==> config.mk <==
export PLATFORM = sky130hd
export DESIGN_NAME = bcd_gray_arbiter
export DESIGN_NICKNAME = d
export VERILOG_FILES = /design/src/rtl/bcd_gray_arbiter.sv
export SDC_FILE = /design/constraint.sdc
export NUM_CORES = 1
export LEC_CHECK = 0
export BUFFER_PORTS_ARGS = -buffer_cell sky130_fd_sc_hd__buf_2
export CAP_MARGIN = 0
export CORE_UTILIZATION = 45
export CTS_CLUSTER_DIAMETER = 40
export DETAILED_ROUTE_END_ITERATION = 7
export PLACE_DENSITY = 0.74
export SLEW_MARGIN = 20
export SYNTH_ARGS = -nofsm -noshare
export SYNTH_HDL_FRONTEND = slang
export SYNTH_SLANG_ARGS = --single-unit
==> constraint.sdc <==
create_clock -name clk -period 1.86 [get_ports clk]
set_clock_uncertainty 0.15 [all_clocks]
set_input_delay 0.093 -clock clk [delete_from_list [all_inputs] [get_ports clk]]
set_output_delay 0.093 -clock clk [all_outputs]
set_load 0.005 [all_outputs]
==> src/rtl/bcd_gray_arbiter.sv <==
// Two-requester round-robin front end for one shared 4-bit BCD-to-Gray converter.
// A single conversion is in flight at a time: IDLE accepts, CONV computes, RESP holds the result.
module bcd_gray_arbiter #(
  parameter int W     = 4,
  parameter int CNT_W = 8
) (
  input  logic             clk,
  input  logic             rst,
  input  logic             req0_valid,
  input  logic [W-1:0]     req0_data,
  output logic             req0_ready,
  input  logic             req1_valid,
  input  logic [W-1:0]     req1_data,
  output logic             req1_ready,
  output logic             out_valid,
  input  logic             out_ready,
  output logic [W-1:0]     out_gray,
  output logic             out_id,
  output logic             out_err,
  output logic             busy,
  output logic [CNT_W-1:0] done_count
);

  // Handshake: a transfer happens on any rising edge where valid and ready are both 1;
  // ready never depends on anything but state and the requesters' valids.
  typedef enum logic [1:0] {IDLE, CONV, RESP} state_t;

  state_t             state_q, state_d;
  logic               last_grant_q, last_grant_d;
  logic [W-1:0]       data_q, data_d;
  logic               id_q, id_d;
  logic               out_valid_q, out_valid_d;
  logic [W-1:0]       out_gray_q, out_gray_d;
  logic               out_id_q, out_id_d;
  logic               out_err_q, out_err_d;
  logic [CNT_W-1:0]   done_count_q, done_count_d;

  logic               grant0, grant1;
  logic [W-1:0]       gray;

  always_comb begin
    gray   = data_q ^ (data_q >> 1);
    // On contention the requester that was not served last wins.
    grant0 = req0_valid && (!req1_valid || last_grant_q);
    grant1 = req1_valid && (!req0_valid || !last_grant_q);

    state_d      = state_q;
    last_grant_d = last_grant_q;
    data_d       = data_q;
    id_d         = id_q;
    out_valid_d  = out_valid_q;
    out_gray_d   = out_gray_q;
    out_id_d     = out_id_q;
    out_err_d    = out_err_q;
    done_count_d = done_count_q;
    req0_ready   = 1'b0;
    req1_ready   = 1'b0;

    case (state_q)
      IDLE: begin
        if (grant0) begin
          req0_ready   = 1'b1;
          data_d       = req0_data;
          id_d         = 1'b0;
          last_grant_d = 1'b0;
          state_d      = CONV;
        end else if (grant1) begin
          req1_ready   = 1'b1;
          data_d       = req1_data;
          id_d         = 1'b1;
          last_grant_d = 1'b1;
          state_d      = CONV;
        end
      end
      CONV: begin
        out_gray_d  = gray;
        out_id_d    = id_q;
        out_err_d   = (data_q > W'(9));
        out_valid_d = 1'b1;
        state_d     = RESP;
      end
      RESP: begin
        if (out_ready) begin
          out_valid_d = 1'b0;
          if (done_count_q != {CNT_W{1'b1}}) done_count_d = done_count_q + CNT_W'(1);
          state_d = IDLE;
        end
      end
      default: state_d = IDLE;
    endcase
  end

  always_ff @(posedge clk) begin
    if (rst) begin
      state_q      <= IDLE;
      last_grant_q <= 1'b1;
      data_q       <= '0;
      id_q         <= 1'b0;
      out_valid_q  <= 1'b0;
      out_gray_q   <= '0;
      out_id_q     <= 1'b0;
      out_err_q    <= 1'b0;
      done_count_q <= '0;
    end else begin
      state_q      <= state_d;
      last_grant_q <= last_grant_d;
      data_q       <= data_d;
      id_q         <= id_d;
      out_valid_q  <= out_valid_d;
      out_gray_q   <= out_gray_d;
      out_id_q     <= out_id_d;
      out_err_q    <= out_err_d;
      done_count_q <= done_count_d;
    end
  end

  assign out_valid  = out_valid_q;
  assign out_gray   = out_gray_q;
  assign out_id     = out_id_q;
  assign out_err    = out_err_q;
  assign done_count = done_count_q;
  assign busy       = (state_q != IDLE);

endmodule

**Word level (Yosys, flattened, before mapping)**

Cells that the tools add are included.

- Register bits after elaboration: 23
- Input bits: 13
- Output and inout bits: 18
- Word-level logic and storage cells: 47

- Add/subtract/negate cells: 1
- $lt $le $gt $ge: 1
- Eq/ne operators: 5
- Mux-type cells: 15
- Bitwise logic cells: 1
- Reduce and logical (&&, ||, !) cells: 15

Operator list:

| operator | count |
|---|---|
| 8-bit by 1-bit adder with 8-bit output (second input constant) | 1 |
| 1-bit 2-to-1 mux | 8 |
| 4-bit 2-to-1 mux | 2 |
| 8-bit inequality test (second input constant) | 1 |
| 2-bit 2-to-1 mux | 3 |
| 2-bit one-hot mux with 3 select lines | 1 |
| 2-bit AND reduction | 3 |
| 2-bit nonzero test | 3 |
| 4-bit greater-than comparator (second input constant) | 1 |
| 4-bit by 3-bit XOR with 4-bit output | 1 |
| 1-bit zero test | 3 |
| 3-bit inequality test (second input constant) | 1 |
| 3-bit AND reduction | 1 |
| 2-bit by 1-bit == test with 1-bit output (second input constant) | 1 |
| 2-bit == test (second input constant) | 1 |
| 1-bit logical AND | 2 |
| 2-bit zero test | 1 |
| 1-bit logical OR | 2 |
| 2-bit inequality test (second input constant) | 1 |
| 1-bit one-hot mux with 2 select lines | 1 |

**Longest topological paths before layout**

Gate-level depths: netlist (run 1).

- Word-level depth: 6
- Gate-level depth with buffers: 6
- Mapped depth without buffers: 6

**Least setup slack after synthesis (run 1)**

Ideal clock, no wire load.

- Path kind: register -> register
- From: register done_count_q[0] (netlist: done_count[0])
- To: register done_count_q[7] (netlist: done_count[7])
- Library setup time: 0.123 ns
- Data arrival time: 1.523 ns
- Data required time: 1.587 ns
- Slack: 0.064 ns
- Stages on the path, launching flop included: 6
- Path buffers: 0
- Clock period less this slack: 1.796 ns
- Cells stage by stage: dfxtp_1 > ha_1 > and3_1 > a2111oi_4 > nand3_1 > mux2_1

- Word-level cells in the longest chain between the ends: 2
- Elaborated cells between the ends (all ways): 3
- Those cells by class: 1 x add/sub; 1 x eq/ne; 1 x reduce/logical

RTL lines:

| what | line | source |
|---|---|---|
| from (decl) | 36 | `logic [CNT_W-1:0] done_count_q, done_count_d;` |
| from (signal assigned) | 113 | `done_count_q <= done_count_d;` |
| branches (longest 2 deep; another with 8-bit by 1-bit adder with 8-bit output) | n/a |  |

Parallel ways; which one is timed is not known.
A chain may end at the register's enable or synchronous reset.

**Worst setup path after layout (run 1)**

- From: register done_count_q[1] (netlist: done_count[1])
- To: register done_count_q[7] (netlist: done_count[7])

The elaborated chain is that of the path after synthesis.

==> results of run 1 <==
## placed cells by master (no fill, tap or decap), drive strengths merged, types with 3 or more instances in the layout
master       count
inv              6
nand3            4
nor2            18
xnor2            4
a211oi           8
dfxtp           23
ha               5
a21oi            8
o21ai            4
nand2            9
clkbuf           3
mux2i            5
dlygate4sd3     11
buf             32
## report_power, final
group          internal, mW  leakage, nW  switching, mW  total, mW
combinational        0.0945        0.417         0.0905      0.185
sequential            0.525        0.188         0.0294      0.554
clock                0.0804       0.0177          0.153      0.233
## worst paths after layout
kind	endpoint	slack, ps	depth (start not counted)
max	done_count[7]$_SDFFE_PP0P_	60	5
min	id_q$_SDFFE_PP0P_	30	2
max reg2reg	done_count[7]$_SDFFE_PP0P_	60	5
min reg2reg	out_err$_SDFFE_PP0P_	310	2
## layout make-up
class,count,area [sq um],share of cell area [%]
Clock inverter,1,5.005,0.3521
Multi-Input combinational cell,85,599.3,42.17
Tap cell,28,35.03,2.465
Clock buffer,3,22.52,1.585
Inverter,6,22.52,1.585
Sequential cell,23,461.7,32.48
Timing Repair Buffer,43,275.3,19.37
## logic make-up after synthesis
| kind of cell | after synthesis | share of synthesized area [%] |
|---|---|---|
| AOI/OAI and AO/OA | 26 | 18.12 |
| xor gates and xnor gates | 6 | 4.941 |
| adders and majority gates | 5 | 5.882 |
| buffers and inverters | 9 | 3.176 |
| DFF | 23 | 43.29 |
| muxes | 6 | 5.765 |
| and+or+nand+nor | 42 | 18.82 |
## critical path, cell delays in order, from the launching register on
cell and delay (ps):
dfxtp_1 360, ha_4 170, and3_4 190, a2111oi_4 380
nand3_1 150, mux2_4 320
## per-stage QoR
step / TNS [ps] / hold slack (ps) / power, mW / instances
after floorplan: 0 / 15.76 / 0.6591 / 117
after global placement: 0 / 248.9 / 0.7101 / 174
after detailed placement: 0 / 250.4 / 0.7190 / 174
after CTS: 0 / 28.46 / 0.9696 / 189
after global routing: -7.354 / 45.08 / 1.018 / 189
final: 0 / 28.65 / 0.9727 / 189
## state kept, by name, indices dropped and copies added (netlist names)
register	count
data_q	4
last_grant_q	1
out_id	1
state_q	2
out_gray	4
id_q	1
done_count	8
out_err	1
out_valid	1
## what timing repair did
item,in CTS,in global routing
gates resized for setup,0,8
setup endpoints to repair,0,6
hold buffers,11,0
endpoints found under the hold margin,6,0
## per-layer routing
| metal | up-vias | global-route usage, % | routed length, microns |
|---|---|---|---|
| li1 | 497 | - | - |
| met2 | 18 | 31.11 | 1038 |
| met3 | 5 | 1.818 | 62 |
| met4 | 0 | 9.722 | 36 |
| met5 | - | 0 | 0 |
| met1 | 426 | 22.69 | 1101 |
==> results.md, run 1 <==
* Least-Margin Pin Slew at ~540 ps
* DR WL/cell at between 10 and 15 microns
* CP max FO at 3
* Count leader, synth: dfxtp_1
* CTS Root Cell: clkbuf_4
* Worst IR Drop VDD at about 0.00056 V
* Synth area leader: dfxtp_1
* Final nets at 180
* Setup CP Type: register to register
* Critical Path End Type: register
* Dpl ws at around 34 ps
* Leak Pwr at approximately 0.62 nW
* Max Buffers Root-to-Sink at 2
* Largest net degree at the start of global routing at 25
* Crit share post-route at a little over nine tenths
* Primary FF master, synth: dfxtp_1
* Fmax at 555.2 MHz
* HP Class: primary input to register
* Cell area power density at just under 700 nW/um^2
* Drt first pass iters at 4
* PortBufs at 30
* Startpoint types: register
* Share of the synthesized area in the top cell type at between 40 and 50%
* GRT Util Overall at 18.35%
* Mapped Area at between 1000 and 1500 sq um
* DIE AREA at ~2600 sq um
* Post-synth EDFFs at 0
* Post-layout util at roughly 64%
* Num CTS Buffers at 3
* Drc violations at 0
* Clock latency on the worst-skew pair at just over 300 ps
* #FFs+latches synth at 23
* FP Rows at 17
* CTS Sinks at 23
* R2r startpoint: done_count[1]$_SDFFE_PP0P_
* Die span in x at 50.62 microns
* Initial antenna violation count at 0
* WP data required at about 1900 ps
* Final Max Slew Viols at 0
* H-tree lvl count at 1
* Setup WS post-layout at slightly below 60 ps
* First-pass GRT wire length at ~3.5 mm
* CP Launch Point: done_count[1]$_SDFFE_PP0P_
* Final GP Congestion at between 0.8 and 0.9
* Hold_sp: rst
* Vias at approximately 950
* Top-Level Pins at 31
* Final wirelength at about 2.2 mm
* Max-cap viol count at 0
* Post-DP HPWL at between 1.5 and 2 mm
* DR vias/cell at ~5.0
* Finish-stage setup viols at 0
* Post-synthesis net count at about 140
* Number of global-route vias before repair at between 800 and 900
* Cell count after synthesis at about 120
* Minimum clock period after layout at between 1500 and 2000 ps
* Mean post-synth cell area at 9.090 sq um
* YS warnings at 0
* Status: completed
* Initial Utilization at between 40% and 50%
* Die H at a little over 50 microns
* Worst path arrival time at approximately 1900 ps
* CTS tree: yes
* Clock slew at reported path FFs at 130 ps
* Initial DRC count at 7
* Fillers at 195
* # diodes at 0
* Core footprint at around 2200 sq um
* Top post-synthesis cells by count: 23 x dfxtp_1, 18 x nor2_1, 9 x nand2_1, 8 x a211oi_1, 8 x a21oi_1
* Ys async rst share at 0%
* Cell Area, Placed at 1252 sq um
* Final Hold Viols at 0
* ANT nets after route at 0
* Layout cells sized above 1 at between 20% and 30%
* Layout area overhead at 33.65%
* Synth cell types at 30
* Fin area at about 1400 sq um
* Total grt overflow at 0
* Setup Buffers After CTS at 0
* Seq/Total Area, Yosys at approximately 43%
* Slew headroom at between 60% and 70%
* Top area cells in the synthesized netlist: dfxtp_1 43%, nor2_1 6.4%, ha_1 5.9%, a211oi_1 5.6%, mux2i_1 4.7%
No activity file was read; power rests on OpenSTA's default activity.
==> run 2: changes to the inputs <==
Settings changed: CORE_MARGIN from default to 1.5.
==> results.md, run 2 (synthesized netlist as in run 1, its figures left out) <==
* # diodes at 0
* Initial Utilization at ~48%
* Critical path cell sequence: o21ai_4 > buf_4 > mux2i_1 > dlygate4sd3_1 > a211oi_1
* Minimum clock period after layout at 1835 ps
* Slew headroom at 62.61%
* Met1 Usage GRT at roughly 25%
* Worst-case reg-to-reg path depth at 5
* Num CTS Buffers at 3
* Final GP Congestion at about 0.84
* CP max FO at 4
* Final nets at 184
* Largest net degree at the start of global routing at 25
* Leak Pwr at roughly 0.64 nW
* H-tree lvl count at 1
* Initial DRC count at 13
* Commonest non-fill, non-tap cell in the layout: buf_2
* Least-Margin Pin Slew at 559.5 ps
* Hold worst-path end: done_count[6]$_SDFFE_PP0P_
* Post-layout util at between 60% and 70%
* Finish-stage setup viols at 0
* Fillers at roughly 200
* Number of global-route vias before repair at roughly 890
* Fmax at around 550 MHz
* WHS Path Cells at 2
* CP delay by family, top: buffers and inverters
* Startpoint types: register
* Die H at approximately 52 microns
* Final Max Slew Viols at 0
* Worst IR Drop VDD at approximately 0.00049 V
* ANT nets after route at 0
* Top-Level Pins at 31
* Setup CP Type: register to register
* Clock latency on the worst-skew pair at 310 ps
* WP data required at a little under 2000 ps
* PortBufs at 30
* Total grt overflow at 0
* WP buf/inv at 2
* Drt first pass iters at 4
* Most Used Layer, Global Route: met2
* Reg2Reg Setup Slack at between 20 and 30 ps
* Post-DP HPWL at between 1.5 and 2 mm
* Max Buffers Root-to-Sink at 2
* First-pass GRT wire length at about 3.9 mm
* Cell Area, Placed at around 1300 sq um
* Vias at ~1,000
* Die span in x at ~52 microns
* Met2 usage at 33.76%
* TNS Setup at 0 ps
* R2r startpoint: last_grant_q$_SDFFE_PP1P_
* Worst path arrival time at 1910 ps
* CTS tree: yes
* Most frequent cells in the layout: 30 x buf_2, 23 x dfxtp_1, 18 x nor2_1
* DR WL/cell at 12.52 microns
* CTS Root Cell: clkbuf_4
* Layout cells sized above 1 at 27.27%
* Max FFs per register at 8
* Drc violations at 0
* FP Rows at 17
* Crit share post-route at between 90% and 100%
* Final wirelength at between 2 and 2.5 mm
* Status: completed
* Cell area power density at 682.1 nW/um^2
* Core footprint at 2212 sq um
* Fin area at 1435 sq um
* HP Class: primary input to register
* Max-cap viol count at 0
* DIE AREA at between 2000 and 3000 sq um
* RR Endpoint: data_q[3]$_SDFFE_PP0P_
* Met3 Use GR at approximately 3.4%
* RSZ-0062 raised after global routing: no
* CTS Sinks at 23
* Final Hold Viols at 0
* Min Hold Slack at approximately 28 ps
* CP max stage cell: dlygate4sd3_1
* Crit path largest cell delay at 570 ps
* Critical Path End Type: register
* GRT Util Overall at approximately 20%
* Clock slew at reported path FFs at 120 ps
* Initial antenna violation count at 0
* DR vias/cell at approximately 5.2
* Layout area overhead at 34.94%
* Hold_sp: rst
## run 2: cell type report
class                           instances  area, sq um  area share, %
Inverter                                6        22.52          1.569
Timing Repair Buffer                   47        305.3          21.27
Sequential cell                        23        460.4          32.08
Tap cell                               28        35.03          2.441
Clock buffer                            4        26.28          1.831
Multi-Input combinational cell         85        585.6          40.80
## run 2: report_power, final
part	leakage, nW	switching (mW)	internal [mW]	total [mW]
clock network	0.0150	0.146	0.0837	0.229
logic	0.434	0.0959	0.101	0.197
registers	0.188	0.0284	0.525	0.553
## run 2: worst max-delay path by stage
stage                               start                          to  depth (start not counted)
3_3_place_gp   done_count[0]$_SDFFE_PP0P_  done_count[7]$_SDFFE_PP0P_                          5
3_5_place_dp   done_count[0]$_SDFFE_PP0P_  done_count[7]$_SDFFE_PP0P_                          5
5_1_grt         last_grant_q$_SDFFE_PP1P_      data_q[1]$_SDFFE_PP0P_                          5
4_1_cts        done_count[0]$_SDFFE_PP0P_  done_count[7]$_SDFFE_PP0P_                          5
6_report        last_grant_q$_SDFFE_PP1P_      data_q[3]$_SDFFE_PP0P_                          5
2_1_floorplan  done_count[0]$_SDFFE_PP0P_  done_count[7]$_SDFFE_PP0P_                          5
## run 2: metrics by stage
stage	worst slack (ps)	cells	power, mW
5_1_grt	7.233	193	1.033
3_5_place_dp	16.82	174	0.7172
4_1_cts	10.28	190	0.9678
3_3_place_gp	87.58	174	0.7101
2_1_floorplan	64.11	117	0.6591
6_report	25.17	193	0.9789
## run 2: routing by layer
metal	part of all wire, %	up-vias
li1	-	509
met3	3.3	4
met2	48	24
met4	2.0	0
met1	47	461
met5	0	-
## run 2: worst register-to-register path, stage by stage, from the launching register on
cell           delay, ps
dfxtp_1              370
o21ai_4              210
buf_4                160
mux2i_1               60
dlygate4sd3_1        570
a211oi_1             240
## run 2: what timing repair did
item / 4_1_cts / 5_1_grt
hold endpoints to repair: 6 / 0
resized for setup: 2 / 3
hold buffers: 11 / 0
pin swaps: 2 / 3
setup buffers: 1 / 3
endpoints found under the setup margin: 1 / 6
